`src/rtl/cr16_controller.sv`:
```
// cr16_controller: multicycle fetch/decode/execute/writeback control FSM for the CR16 datapath.
// Define CR16_BCOND_EN to build Bcond decode and execution; otherwise op 1100 behaves as a NOP.
module cr16_controller #(
   parameter logic [15:0] RESET_PC = 16'h0000
) (
   input  logic        clk,
   input  logic        rst,
   input  logic        enable,
   input  logic        imem_valid,
   input  logic [15:0] imem_data,
   input  logic [4:0]  alu_flags,
   output logic        imem_req,
   output logic [15:0] pc,
   output logic        rf_we,
   output logic [3:0]  rf_wsel,
   output logic [3:0]  rf_asel,
   output logic [3:0]  rf_bsel,
   output logic [3:0]  alu_op,
   output logic        imm_sel,
   output logic [15:0] imm,
   output logic [4:0]  psr,
   output logic        halted,
   output logic        instr_done
);

   typedef enum logic [2:0] {
      S_IDLE, S_FETCH, S_DECODE, S_EXECUTE, S_WRITEBACK, S_HALT
   } state_t;

   localparam logic [3:0] OP_AND = 4'b0001;
   localparam logic [3:0] OP_OR  = 4'b0010;
   localparam logic [3:0] OP_XOR = 4'b0011;
   localparam logic [3:0] OP_ADD = 4'b0101;
   localparam logic [3:0] OP_SUB = 4'b1001;
   localparam logic [3:0] OP_CMP = 4'b1011;
   localparam logic [3:0] OP_MOV = 4'b1101;
   localparam logic [3:0] OP_LUI = 4'b1111;

   state_t      r_state;
   logic [15:0] r_ir;
   logic [15:0] r_pc;
   logic [4:0]  r_psr;
   logic        r_req;
   logic [3:0]  r_wsel, r_asel, r_bsel, r_alu_op;
   logic        r_imm_sel;
   logic [15:0] r_imm;
   logic        r_we_pend;
   logic        r_psr_upd;
   logic        r_is_br;
   logic        r_halted;

   logic [3:0]  w_op, w_rdest, w_ext, w_rsrc;
   logic [7:0]  w_imm8;
   logic [15:0] w_sext, w_zext;
   logic [3:0]  w_alu_op;
   logic        w_imm_sel;
   logic [15:0] w_imm;
   logic        w_we;
   logic        w_psr_upd;
   logic        w_branch;
   logic        w_halt;
   logic        w_taken;
   logic        w_in_wb;

   function automatic logic is_alu_code(input logic [3:0] code);
      return code inside {OP_AND, OP_OR, OP_XOR, OP_ADD, OP_SUB, OP_CMP, OP_MOV};
   endfunction

   assign w_op    = r_ir[15:12];
   assign w_rdest = r_ir[11:8];
   assign w_ext   = r_ir[7:4];
   assign w_rsrc  = r_ir[3:0];
   assign w_imm8  = r_ir[7:0];
   assign w_sext  = {{8{w_imm8[7]}}, w_imm8};
   assign w_zext  = {8'h00, w_imm8};
   assign w_halt  = (r_ir == 16'h0000);

   // NOTE: every combinational output gets a default first, so no path leaves it unassigned and no latch is inferred.
   always_comb begin
      w_alu_op  = 4'h0;
      w_imm_sel = 1'b0;
      w_imm     = 16'h0000;
      w_we      = 1'b0;
      w_psr_upd = 1'b0;
      w_branch  = 1'b0;
      if (w_op == 4'b0000) begin
         if (is_alu_code(w_ext)) begin
            w_alu_op  = w_ext;
            w_we      = (w_ext != OP_CMP);
            w_psr_upd = w_ext inside {OP_ADD, OP_SUB, OP_CMP};
         end
      end else if (w_op == OP_LUI) begin
         w_alu_op  = OP_MOV;
         w_imm_sel = 1'b1;
         w_imm     = {w_imm8, 8'h00};
         w_we      = 1'b1;
      end else if (is_alu_code(w_op)) begin
         w_alu_op  = w_op;
         w_imm_sel = 1'b1;
         w_imm     = (w_op inside {OP_AND, OP_OR, OP_XOR}) ? w_zext : w_sext;
         w_we      = (w_op != OP_CMP);
         w_psr_upd = w_op inside {OP_ADD, OP_SUB, OP_CMP};
      end
`ifdef CR16_BCOND_EN
      else if (w_op == 4'b1100) begin
         w_branch = 1'b1;
         w_imm    = w_sext;
      end
`endif
   end

`ifdef CR16_BCOND_EN
   logic w_cond_true;

   // Condition field shares the Rdest slot; psr is {C,L,F,Z,N}.
   always_comb begin
      w_cond_true = 1'b0;
      case (w_rdest)
         4'h0: w_cond_true =  r_psr[1];
         4'h1: w_cond_true = ~r_psr[1];
         4'h2: w_cond_true =  r_psr[4];
         4'h3: w_cond_true = ~r_psr[4];
         4'h4: w_cond_true =  r_psr[3];
         4'h5: w_cond_true = ~r_psr[3];
         4'h6: w_cond_true =  r_psr[0];
         4'h7: w_cond_true = ~r_psr[0];
         4'h8: w_cond_true =  r_psr[2];
         4'h9: w_cond_true = ~r_psr[2];
         4'hA: w_cond_true = ~r_psr[3] & ~r_psr[1];
         4'hB: w_cond_true =  r_psr[3] |  r_psr[1];
         4'hC: w_cond_true = ~r_psr[0] & ~r_psr[1];
         4'hD: w_cond_true =  r_psr[0] |  r_psr[1];
         4'hE: w_cond_true = 1'b1;
         default: w_cond_true = 1'b0;
      endcase
   end

   assign w_taken = r_is_br & w_cond_true;
`else
   // r_is_br is never set in this build, so branches are never taken.
   assign w_taken = r_is_br;
`endif

   // NOTE: sequential state uses non-blocking assignments so every register samples pre-edge values.
   always_ff @(posedge clk or posedge rst) begin
      if (rst) begin
         r_state   <= S_IDLE;
         r_ir      <= 16'h0000;
         r_pc      <= RESET_PC;
         r_psr     <= 5'b00000;
         r_req     <= 1'b0;
         r_wsel    <= 4'h0;
         r_asel    <= 4'h0;
         r_bsel    <= 4'h0;
         r_alu_op  <= 4'h0;
         r_imm_sel <= 1'b0;
         r_imm     <= 16'h0000;
         r_we_pend <= 1'b0;
         r_psr_upd <= 1'b0;
         r_is_br   <= 1'b0;
         r_halted  <= 1'b0;
      end else if (enable) begin
         case (r_state)
            S_IDLE: begin
               r_state <= S_FETCH;
               r_req   <= 1'b1;
            end
            S_FETCH: begin
               if (imem_valid) begin
                  r_ir    <= imem_data;
                  r_req   <= 1'b0;
                  r_state <= S_DECODE;
               end
            end
            S_DECODE: begin
               r_wsel    <= w_rdest;
               r_asel    <= w_rdest;
               r_bsel    <= w_rsrc;
               r_alu_op  <= w_alu_op;
               r_imm_sel <= w_imm_sel;
               r_imm     <= w_imm;
               r_we_pend <= w_we;
               r_psr_upd <= w_psr_upd;
               r_is_br   <= w_branch;
               r_state   <= S_EXECUTE;
            end
            S_EXECUTE: r_state <= S_WRITEBACK;
            S_WRITEBACK: begin
               if (r_psr_upd) r_psr <= alu_flags;
               if (w_halt) begin
                  r_state  <= S_HALT;
                  r_halted <= 1'b1;
               end else begin
                  r_state <= S_FETCH;
                  r_req   <= 1'b1;
                  r_pc    <= w_taken ? r_pc + r_imm : r_pc + 16'd1;
               end
            end
            S_HALT:  r_state <= S_HALT;
            default: r_state <= S_IDLE;
         endcase
      end
   end

   // Strobes are gated by enable combinationally so a stalled WRITEBACK produces exactly one pulse.
   assign w_in_wb    = (r_state == S_WRITEBACK);
   assign rf_we      = w_in_wb & r_we_pend & enable;
   assign instr_done = w_in_wb & enable;

   assign imem_req = r_req;
   assign pc       = r_pc;
   assign rf_wsel  = r_wsel;
   assign rf_asel  = r_asel;
   assign rf_bsel  = r_bsel;
   assign alu_op   = r_alu_op;
   assign imm_sel  = r_imm_sel;
   assign imm      = r_imm;
   assign psr      = r_psr;
   assign halted   = r_halted;

endmodule
```
`config.mk`:
```
export PLATFORM = sky130hd
export DESIGN_NAME = cr16_controller
export DESIGN_NICKNAME = d
export VERILOG_FILES = /design/src/rtl/cr16_controller.sv
export SDC_FILE = /design/constraint.sdc
export NUM_CORES = 1
export LEC_CHECK = 0
export ABC_AREA = 1
export BUFFER_PORTS_ARGS = -buffer_cell sky130_fd_sc_hd__buf_2
export CORE_AREA = 2 2 132 96
export DETAILED_ROUTE_END_ITERATION = 12
export DIE_AREA = 0 0 134 98
export GPL_TIMING_DRIVEN = 0
export SLEW_MARGIN = 20
export SYNTH_ARGS = -nofsm -noshare
export SYNTH_HDL_FRONTEND = slang
export SYNTH_SLANG_ARGS = --single-unit
```
`constraint.sdc`:
```
create_clock -name clk -period 3.69 [get_ports clk]
set_clock_uncertainty 0.1 [all_clocks]
set_input_delay 0.1845 -clock clk [delete_from_list [all_inputs] [get_ports clk]]
set_output_delay 0.1845 -clock clk [all_outputs]
set_load 0.01 [all_outputs]
```
==> flow_summary_export.csv <==
group,metric,value,unit
critical_path,arrival,1.46,ns
sta,hold_violations,0,
detailed_routing,first_iter_violations,242,
logic_synthesis,synth_seq_cells,73,
sta,finalSetupTns,0,ns
die,die_area,0.01313,mm²
cells_and_area,fin_area,0.004428,mm²
clocking,post_cts_resize_count,0,
critical_path,r2r-end,"imm[10]",
sta,worst_slew_pin_slew,0.3633,ns
sta,maxSlewViolCount,0,
place,port_buffers,82,
place,dp.cells,687,
logic_synthesis,post_synth.cell_area_avg,7.864,µm²
clocking,numCtsBuffers,9,
power,total_power,0.003282,W
logic_synthesis,netlist.area_leader.share,52.56,%
global_routing,grt_start_max_net_pins,52,
place,placed_cell_area,0.004119,mm²
critical_path,reg2reg_setup_slack,2.01,ns
critical_path,crit_start,"r_state[1]",
sta,relSlewSlack,75.71,%
critical_path,timing.rr.start,"r_ir[13]",
sta,rsz0062_at_grt,"false",
critical_path,cp_slowest_cell,"dfrtp_1",
clocking,clkSinkCount,73,
critical_path,critical-path-max-stage-delay,0.45,ns
clocking,postCtsSetupRepairBufs,0,
run,drv_cap,0,
detailed_routing,drtAntennaViolNets,0,
cells_and_area,diodes,0,
logic_synthesis,syn_nets,468,
global_routing,grt_pass1_wl,15.53,mm
cells_and_area,layout-drive-gt1-share,23.39,%
detailed_routing,routed_via_density,4.508,
critical_path,endpoint,"rf_we",
logic_synthesis,synthTopCellsByCount,"nand2_1 (169), dfrtp_1 (73), nor2_1 (47)",
die,chipHeight,98,µm
die,start_util,29.08,%
logic_synthesis,synth.most_common_cell,"nand2_1",
critical_path,path_cells,"inv_2 -> nand2_1 -> nor2_2 -> nand2_2 -> nor2_1 -> buf_2",
sta,period_needed,1.744,ns
sta,max_freq,573.3,MHz
power,p_leak,2.326,nW
logic_synthesis,syn_area,0.003476,mm²
global_routing,grt_usage,14.82,%
detailed_routing,drc_errors,0,
cells_and_area,finalNonFillerCells,705,
power,ir_drop,264.9,µV
cells_and_area,areaGrowthSynthToFinish,27.39,%
logic_synthesis,synth_edf_count,0,
detailed_routing,dr.pass1.iters,5,
logic_synthesis,yosysSeqAreaShare,52.56,%
die,io_pins,83,
critical_path,critPathRequiredTime,3.41,ns
sta,setup_viol,0,
die,core_area,0.01195,mm²
global_routing,antenna_found_initial,0,
worst_hold_path,hp-class,"in2reg",
critical_path,crit_path_end_kind,"output pin",
logic_synthesis,synth_cells,442,
detailed_routing,num_vias,3178,
critical_path,critPathLaunchType,"flop",
critical_path,path_class,"reg2out",
logic_synthesis,ys_types,26,
detailed_routing,wirelength,9.182,mm
global_routing,grt_overflow,0,
global_routing,grt_pass1_vias,3081,
die,row_count,34,
place,gp_congestion,0.8816,
critical_path,cp_max_fo,6,
logic_synthesis,synth_area_leader_cell,"dfrtp_1",
clocking,insertion_delay,0.33,ns
die,die_w,134,µm
logic_synthesis,ys.flop_type,"dfrtp_1",
logic_synthesis,yosysWarnings,0,
outcome,status,"complete, no violations",
cells_and_area,final_util,37.04,%
clocking,clockBufferDepth,2,
clocking,cts_tree,"built",
place,dpl.hpwl,6.981,mm
logic_synthesis,synthTopCellsByArea,"dfrtp_1 (53%), nand2_1 (18%), nor2_1 (5.1%)",
clocking,cts_root_buf,"clkbuf_16",
power,p_per_area,741.3,mW/mm²
clocking,cts_max_level,3,
logic_synthesis,ys_async_sr_fraction,100.0,%
clocking,cts.clk_slew.worst_paths,0.06,ns
cells_and_area,fin_nets,564,
critical_path,rr_worst_depth,6,
sta,period_share,47.27,%
detailed_routing,wl_per_cell,13.02,µm
placed cells by master, fill, tap and decap left out, drive strengths merged, types with 2 or more instances in the layout:
master / instances
buf: 99
nor2: 50
clkinv: 4
nand4: 6
o21bai: 2
nand3: 27
clkbuf: 11
dlygate4sd3: 2
nand2: 175
a2bb2oi: 2
a21oi: 19
dfrtp: 73
inv: 32
xnor2: 7
o21ai: 27
flip-flops by register name (all words and copies together) (netlist names), 3 cells and up:
name,cells
imm,16
pc,16
rf_asel,4
r_ir,16
rf_bsel,4
alu_op,4
psr,5
r_state,3
through the flow:
stage | hold slack, ns | setup slack [ns]
floorplan | 0.2299 | 1.552
global placement | 0.3208 | 0.5769
detailed placement | 0.07110 | 2.027
CTS | 0.0004865 | 1.943
global route | 0.008811 | 1.828
finish | 0.0008054 | 1.946
critical path: cells and delay by family, from the launching register on:
kind                   cells  cell delay [ns]
buffers and inverters      2             0.24
AND/OR/NAND/NOR            4             0.45
flip-flops                 1             0.45
how the worst min path moves through the flow:
stage          slack [ns]  cells after the start         start      end
3_3_place_gp         0.32                      3  alu_flags[0]   psr[0]
2_1_floorplan        0.23                      2  alu_flags[0]   psr[0]
6_report           0.0008                      3  alu_flags[0]   psr[0]
5_1_grt             0.009                      3  imem_data[7]  r_ir[7]
3_5_place_dp         0.07                      2           rst    pc[9]
4_1_cts            0.0005                      3  alu_flags[0]   psr[0]
logic make-up (layout without fill, tap and decap cells):
family	Yosys count	after routing	share of synthesized area, %
flops	73	73	52.56
xor+xnor	7	7	1.764
buf+inv	49	150	6.875
compound gates	53	53	8.316
fa+ha+maj	1	1	0.3599
simple gates	259	259	30.13
power by group:
group / leakage [nW] / total [W] / internal (W) / switching (W)
Clock: 0.139 / 0.000853 / 0.000523 / 0.000330
Sequential: 0.912 / 0.00131 / 0.00109 / 0.000221
Combinational: 1.28 / 0.00112 / 0.000437 / 0.000684
layout make-up:
cell class / count / area (µm²)
repair buffers: 85 / 457.9
clock buffers: 11 / 232.7
inverters: 33 / 128.9
clock inverters: 5 / 56.30
multi-input cells: 320 / 1410
fillers: 1223 / 7526
flip-flops and latches: 73 / 1827
plain buffers: 16 / 112.6
well taps: 162 / 202.7
routing by layer:
layer	vias to the layer above	GRT usage, %	wire (µm)
li1	1588	-	-
met1	1495	21.78	4665
met2	86	21.78	3814
met3	9	3.167	604
met4	0	4.664	97
met5	-	0	0
timing repair:
item                                    4_1_cts  5_1_grt
endpoints found under the setup margin        0        0
hold endpoints to repair                     23        0
hold buffers                                  2        0
Note: power is estimated with default switching activity, not from simulation.
